## src/rtl/commit_write_scheduler_pkg.sv

```systemverilog
// ============================================================================
// Module      : commit_write_scheduler_pkg
// Description : Shared types for the commit write scheduler slice.
// Revision    : 1.0 - initial release
// ============================================================================
`default_nettype none

package commit_write_scheduler_pkg;

  typedef logic        bool;
  typedef logic [4:0]  REG_ADDR;
  typedef logic [31:0] REG_WIDTH;

  typedef struct packed {
    bool      write_reg_need;
    REG_ADDR  write_reg_addr;
    REG_WIDTH result;
  } CMT_REQUIRE;

  typedef struct packed {
    REG_ADDR  addr;
    REG_WIDTH data;
  } PENDING_WR;

  localparam int CMT_BUF_DEPTH_DEFAULT = 4;

endpackage

`default_nettype wire

```

## src/rtl/pending_wr_lookup.sv

```systemverilog
// ============================================================================
// Module      : pending_wr_lookup
// Description : Combinational youngest-match search over the pending writes.
// Revision    : 1.0 - initial release
// ============================================================================
`default_nettype none

module pending_wr_lookup
  import commit_write_scheduler_pkg::*;
#(
  parameter  int DEPTH = CMT_BUF_DEPTH_DEFAULT,
  localparam int PTR_W = $clog2(DEPTH)
) (
  input  PENDING_WR [DEPTH-1:0] entries,
  input  logic [PTR_W-1:0]      rd_ptr,
  input  logic [PTR_W:0]        count,
  input  REG_ADDR               addr,
  output bool                   hit,
  output REG_WIDTH              data
);

  logic [PTR_W-1:0] w_idx;

  // Walk oldest to youngest so the last match seen is the newest writer.
  always_comb begin
    hit   = 1'b0;
    data  = '0;
    w_idx = '0;
    for (int i = 0; i < DEPTH; i++) begin
      w_idx = rd_ptr + PTR_W'(i);
      if (((PTR_W+1)'(i) < count) && (entries[w_idx].addr == addr) && (addr != '0)) begin
        hit  = 1'b1;
        data = entries[w_idx].data;
      end
    end
  end

endmodule

`default_nettype wire

```

## src/rtl/commit_write_scheduler.sv

```systemverilog
// ============================================================================
// Module      : commit_write_scheduler
// Description : Buffers dual-issue commit writes and drains one per cycle to a
//               single-port regfile, with forwarding lookups for decode.
//               Optional macro COMMIT_COALESCE_EN merges same-address pairs.
// Revision    : 1.0 - initial release
// ============================================================================
`default_nettype none

module commit_write_scheduler
  import commit_write_scheduler_pkg::*;
#(
  parameter  int DEPTH = CMT_BUF_DEPTH_DEFAULT,
  localparam int PTR_W = $clog2(DEPTH)
) (
  input  logic                 clk,
  input  logic                 rst,
  input  logic                 cmt_valid,
  input  CMT_REQUIRE [1:0]     cmt_require,
  output logic                 cmt_ready,
  output logic                 regfile_write_ena,
  output REG_ADDR              regfile_write_addr,
  output REG_WIDTH             regfile_write_data,
  input  REG_ADDR [1:0]        fwd_addr,
  output logic [1:0]           fwd_hit,
  output REG_WIDTH [1:0]       fwd_data,
  output logic [PTR_W:0]       pending_cnt
);

  localparam logic [PTR_W:0] c_ready_max = (PTR_W+1)'(DEPTH - 2);

  PENDING_WR [DEPTH-1:0] r_buf;
  logic [PTR_W-1:0]      r_wr_ptr;
  logic [PTR_W-1:0]      r_rd_ptr;
  logic [PTR_W:0]        r_count;

  logic           w_accept;
  logic           w_v0;
  logic           w_v1;
  logic           w_v0_eff;
  logic           w_push_a;
  logic           w_push_b;
  logic           w_pop;
  logic [PTR_W:0] w_push_cnt;
  PENDING_WR      w_first;
  PENDING_WR      w_second;

  assign cmt_ready = (r_count <= c_ready_max);
  assign w_accept  = cmt_valid && cmt_ready;

  // Writes to $0 are architecturally dead and never occupy a slot.
  assign w_v0 = cmt_require[0].write_reg_need && (cmt_require[0].write_reg_addr != '0);
  assign w_v1 = cmt_require[1].write_reg_need && (cmt_require[1].write_reg_addr != '0);

`ifdef COMMIT_COALESCE_EN
  assign w_v0_eff = w_v0 && !(w_v1 &&
                    (cmt_require[0].write_reg_addr == cmt_require[1].write_reg_addr));
`else
  assign w_v0_eff = w_v0;
`endif

  assign w_push_a   = w_accept && (w_v0_eff || w_v1);
  assign w_push_b   = w_accept && w_v0_eff && w_v1;
  assign w_push_cnt = (PTR_W+1)'(w_push_a) + (PTR_W+1)'(w_push_b);
  assign w_pop      = (r_count != '0);

  assign w_first  = w_v0_eff ? PENDING_WR'{cmt_require[0].write_reg_addr, cmt_require[0].result}
                             : PENDING_WR'{cmt_require[1].write_reg_addr, cmt_require[1].result};
  assign w_second = PENDING_WR'{cmt_require[1].write_reg_addr, cmt_require[1].result};

  always_ff @(posedge clk) begin
    if (rst) begin
      r_wr_ptr <= '0;
      r_rd_ptr <= '0;
      r_count  <= '0;
    end else begin
      r_wr_ptr <= r_wr_ptr + w_push_cnt[PTR_W-1:0];
      r_rd_ptr <= r_rd_ptr + PTR_W'(w_pop);
      r_count  <= r_count + w_push_cnt - (PTR_W+1)'(w_pop);
    end
  end

  // Payload storage needs no reset; occupancy alone defines validity.
  always_ff @(posedge clk) begin
    if (w_push_a) r_buf[r_wr_ptr] <= w_first;
    if (w_push_b) r_buf[r_wr_ptr + PTR_W'(1)] <= w_second;
  end

  assign regfile_write_ena  = w_pop;
  assign regfile_write_addr = w_pop ? r_buf[r_rd_ptr].addr : '0;
  assign regfile_write_data = w_pop ? r_buf[r_rd_ptr].data : '0;
  assign pending_cnt        = r_count;

  for (genvar g = 0; g < 2; g++) begin : g_fwd
    pending_wr_lookup #(.DEPTH(DEPTH)) u_lookup (
      .entries (r_buf),
      .rd_ptr  (r_rd_ptr),
      .count   (r_count),
      .addr    (fwd_addr[g]),
      .hit     (fwd_hit[g]),
      .data    (fwd_data[g])
    );
  end

endmodule

`default_nettype wire

```

## config.mk

```make
export PLATFORM = sky130hd
export DESIGN_NAME = commit_write_scheduler
export DESIGN_NICKNAME = d
export VERILOG_FILES = /design/src/rtl/commit_write_scheduler_pkg.sv /design/src/rtl/pending_wr_lookup.sv /design/src/rtl/commit_write_scheduler.sv
export SDC_FILE = /design/constraint.sdc
export NUM_CORES = 1
export LEC_CHECK = 0
export ABC_AREA = 1
export CORE_UTILIZATION = 57
export CTS_CLUSTER_DIAMETER = 150
export DETAILED_ROUTE_END_ITERATION = 10
export PLACE_DENSITY = 0.87
export SETUP_SLACK_MARGIN = 0.5
export SYNTH_ARGS = -nofsm -noshare
export SYNTH_HDL_FRONTEND = slang
export SYNTH_SLANG_ARGS = --single-unit
```

## constraint.sdc

```tcl
create_clock -name clk -period 3.54 [get_ports clk]
set_input_delay 0.708 -clock clk [delete_from_list [all_inputs] [get_ports clk]]
set_output_delay 0.708 -clock clk [all_outputs]
set_load 0.005 [all_outputs]
```

==> results of run 1 <==
[what timing repair did]
item	CTS
setup buffers	62
pin swaps	93
gates resized for setup	466
gates cloned	24
setup endpoints to repair	98
[routing by layer]
metal,overflow,GRT usage (%)
met1,0,79.9
met2,1,90.4
met3,0,73.4
met4,3,70.4
met5,0,45.5
[kinds of logic after synthesis]
family | count (synthesis)
AOI/OAI and AO/OA | 482
DFF | 155
xor gates and xnor gates | 11
buffers and inverters | 397
and+or+nand+nor | 1203
adders and majority gates | 5
muxes | 127
[through the flow]
step,std cells,area (um^2),setup slack [ns],setup TNS (ns),utilization (%)
3_3_place_gp,2790,16400,-0.137,-4.76,67.5
2_1_floorplan,2380,14100,0.755,0,-
3_5_place_dp,2790,16400,-0.139,-6.26,67.5
4_1_cts,2908,18800,0.00759,0,77.5
==> run metrics, run 1 <==
outcome aborted with a tool error; Failed at global routing; Err [ERROR GRT-0232] Routing congestion too high. Check the congestion heatmap in the GUI.; post-synthesis xor/xnor area fraction 0.738%; Die H 159 um; Compound-Gate Fraction of Synth Area 20.3%; cts hold-fix bufs 0; Simple-Gate Fraction of Synth Area 34.8%; Avg Inst Size Synth 5.91 um^2; IO Port Bufs 196; routability cong. 0.955; # clock sinks 155; initial antenna violation count 16; Synth Register Bits 155; GRT Residual Overflow 4; ys async rst share 0%; Post-synth EDFFs 0; Crit. endpoint post-GRT repair fwd_data[29]; Top FF cell, synth dfxtp_1; total CTS buffers 17; DIE WIDTH 159 um; GRT Resource Usage Total 79.2%; mux share of post-synthesis cell area 9.03%; Synth Area in Adders 0.498%; Area contributors post-synth dfxtp_1 22%, nand2_1 19%, o21ai_0 9.5%, mux2i_1 9.0%, o211ai_1 7.9%; largest area contributor in the netlist dfxtp_1; Cells after Synth 2380; count leader, synth nand2_1; Post-Synthesis Net Count 2474; io pins 197; largest net degree at the start of global routing 129; synth unique cells 35; post-synthesis sequential area ratio 22.1%; yosys warns 0; Synth top area share 22.1%; Initial Util 58.0%; # H-tree levels 4; CTS max path bufs 2; Cell Rows 57; CTS Root Cell clkbuf_16; cell area after synthesis 14100 um^2; WEP type output port; Post-DP HPWL 31500 um; largest family of logic cells by synthesized area simple AND/OR/NAND/NOR gates; Post-synth top cells 719 x nand2_1, 281 x nor2_1, 267 x o21ai_0
==> run 2, diff against run 1 <==
CORE_UTILIZATION = 40   (was 57)
CTS_CLUSTER_DIAMETER = unset   (was 150)
PLACE_DENSITY = unset   (was 0.87)
PLACE_DENSITY_LB_ADDON = 0.15   (was unset)
SETUP_SLACK_MARGIN = unset   (was 0.5)
==> run 2 against run 1 <==
- the flow now finishes, with violations (negative setup slack)
- synthesized cell count unchanged
- synthesized area unchanged
==> run metrics, run 2 <==
Lkg Pwr 9.10 nW; max_cap viols 0; reg2reg path depth 15; CP max-delay cell dfxtp_4; f_max 277 MHz; Layout Utilization 55.0%; Final Max Tran Viols 0; Post-DP HPWL 35400 um; Routed Wire Length 56300 um; routability cong. 0.878; Post-synth top cells 719 x nand2_1, 281 x nor2_1, 267 x o21ai_0; synth unique cells 35; DIE WIDTH 190 um; Slew HR 48.1%; worst setup path startpoint r_rd_ptr[0]; most frequent cells in the layout 663 x nand2_1, 261 x o21ai_0, 257 x nor2_1; Avg Inst Size Synth 5.91 um^2; Critical path buffers and inverters 5; IO Port Bufs 196; Stages on worst setup path 16; # clock sinks 155; routed vias/inst 5.54; Tcrit/Tclk final 102%; PD cells 942 nW/um^2; WHS Endpoint r_buf[0]; RSZ-0062 raised after global routing yes; io pins 197; min Tclk post-route 3.61 ns; CP Data Arrival Time 2.91 ns; setup TNS -0.359 ns; DRT Pass-1 Iters 5; # H-tree levels 4; failing checks negative setup slack; CP most frequent cell nand2_1; critical path type register to output pin; first-pass GRT wire length 84100 um; cell area after synthesis 14100 um^2; ys async rst share 0%; Reg2Reg Setup Slack 0.63 ns; Detail Route Antenna Nets 0; hold crit path type register to register; CTS max path bufs 2; Final Setup Violations 8; outcome finished with violations; Hold Crit Start r_buf[0]; Initial DRC Count 1509; clock skew 0.00647 ns; hold path cells 2; Synth Register Bits 155; DR WL/cell 18.4 um; residual DRC count 0; Top FF cell, synth dfxtp_1; crit start category register; power share of the clock group 11.3%; initial antenna violation count 0; largest area contributor in the netlist dfxtp_1; Req. time, crit path 2.83 ns; Post-Synthesis Net Count 2474; GRT Resource Usage Total 29.8%; post-synthesis sequential area ratio 22.1%; Final Hold Vio Count 0; GRT Residual Overflow 0; CP delay by family, top simple AND/OR/NAND/NOR gates; crit path cell chain buf_4 -> buf_16 -> nand2_1 -> nand3_2 -> nand2_4 -> nand2_1 -> a21oi_2 -> nand2_2 -> nor2_4 -> buf_12 -> bufbuf_16 -> nand3_1 -> nand2_1 -> nand2_1 -> nand2_1 -> dlygate4sd2_1; Largest Register r_buf; vias in the first global route 15500; Worst path max stage delay 0.40 ns; Post-synth EDFFs 0; CP Capture Type output pin; Area contributors post-synth dfxtp_1 22%, nand2_1 19%, o21ai_0 9.5%, mux2i_1 9.0%, o211ai_1 7.9%; yosys warns 0; Die H 190 um; Cells after Synth 2380; Sw Pwr 8.71 mW; Logic pwr share 69.5%; number of fill cells 3474; Synth top area share 22.1%; die area 35900 um^2; CTS tree done; nets@finish 2688; Cell Rows 68; CP max FO 11; Initial Util 40.7%; final worst slack -0.0746 ns; Max IR drop VDD 0.000682 V; sequential power share 19.2%; share of layout cells above drive strength 1 14.8%; number of diodes 0; switching fraction of total power 48.6%; largest net degree at the start of global routing 71; cts hold-fix bufs 0; r2r startpoint pending_cnt[0]; worst-margin pin slew 0.771 ns; clk_lat worst skew 0.45 ns; count leader, synth nand2_1; P_int 9.21 mW; R2R Path End pending_cnt[2]; total CTS buffers 17; Vias 16900; CTS Root Cell clkbuf_16; commonest non-fill, non-tap cell in the layout nand2_1; Core Area 34500 um^2; max reg flops 148; Synth-to-Final Area Change 35.1%; Worst-path clk slew 0.07 ns
run 2: cell counts after synthesis:
No cell type changed its count.
run 2: through the flow:
| stage | total power, mW | worst slack, ns | cell area, um^2 | cells | hold slack, ns |
|---|---|---|---|---|---|
| global placement | 14.5 | -0.247 | 17000 | 2960 | 0.513 |
| floorplan | 10.5 | 0.755 | 14100 | 2380 | 0.501 |
| global route | 19.3 | -0.214 | 19000 | 3061 | 0.566 |
| finish | 17.9 | -0.0746 | 19000 | 3061 | 0.541 |
| detailed placement | 14.7 | -0.251 | 17000 | 2960 | 0.523 |
| CTS | 17.1 | -0.132 | 18300 | 3019 | 0.543 |
run 2: power groups by stage:
stage	sequential [mW]	clock, mW	combinational (mW)
after global placement	3.39	0	11.1
after floorplan	3.20	0	7.26
after global routing	3.56	2.10	13.7
final	3.44	2.02	12.5
after CTS	3.40	2.04	11.7
after detailed placement	3.42	0	11.2
run 2: area by class of cell:
type                       count  area [um^2]  share of cell area, %
multi-input combinational   1829         9700                   51.0
tap                          455          569                   2.99
clock buffer                  22          495                   2.61
clock inverter                 9          134                  0.704
sequential                   155         3110                   16.3
inverter                     214          825                   4.34
timing repair buffer         377         4180                   22.0
run 2: cells by family (layout without fill, tap and decap cells):
| group | after synthesis | in the layout | synth area share, % |
|---|---|---|---|
| AO/OA/AOI/OAI | 482 | 482 | 20.3 |
| XOR/XNOR | 11 | 11 | 0.738 |
| adder cells (fa/ha/maj) | 5 | 5 | 0.498 |
| buffers and inverters | 397 | 622 | 12.5 |
| flip-flops | 155 | 155 | 22.1 |
| multiplexers | 127 | 127 | 9.03 |
| AND/OR/NAND/NOR | 1203 | 1204 | 34.8 |
run 2: worst max-delay path by stage:
stage | endpoint | slack [ns]
6_report | fwd_data[29] | -0.07
5_1_grt | fwd_data[31] | -0.21
4_1_cts | fwd_data[32] | -0.13
3_5_place_dp | fwd_data[4] | -0.25
3_3_place_gp | fwd_data[4] | -0.25
2_1_floorplan | pending_cnt[2] | 0.76
run 2: layer usage:
layer  global-route usage [%]  share of wire [%]
met1                     38.0                 42
met5                        0                  0
met3                     3.97                7.0
met2                     50.9                 47
met4                     11.1                3.2
run 2: worst register-to-register path: stages (launching register included):
cell and delay [ns]:
dfxtp_1 0.38, inv_1 0.07, o21ai_1 0.41, inv_2 0.07
nand2_1 0.13, nor2_1 0.08, nor2_2 0.14, inv_1 0.05
ha_1 0.37, xor2_1 0.17, ha_1 0.16, inv_1 0.05
fa_1 0.43, xor2_1 0.18, inv_1 0.06, nor2_1 0.03
run 2: repair_timing:
action	4_1_cts	5_1_grt
resized for setup	148	148
buffers inserted	16	32
endpoints found under the setup margin	66	70
pin swaps	14	18
cloned	12	10
Note: power is estimated with default switching activity, not from simulation.
==> run 3, diff against run 2 <==
CAP_MARGIN = 20   (was unset)
==> results of run 3 <==
Final layout, timing and power as in run 2 (identical DEF).
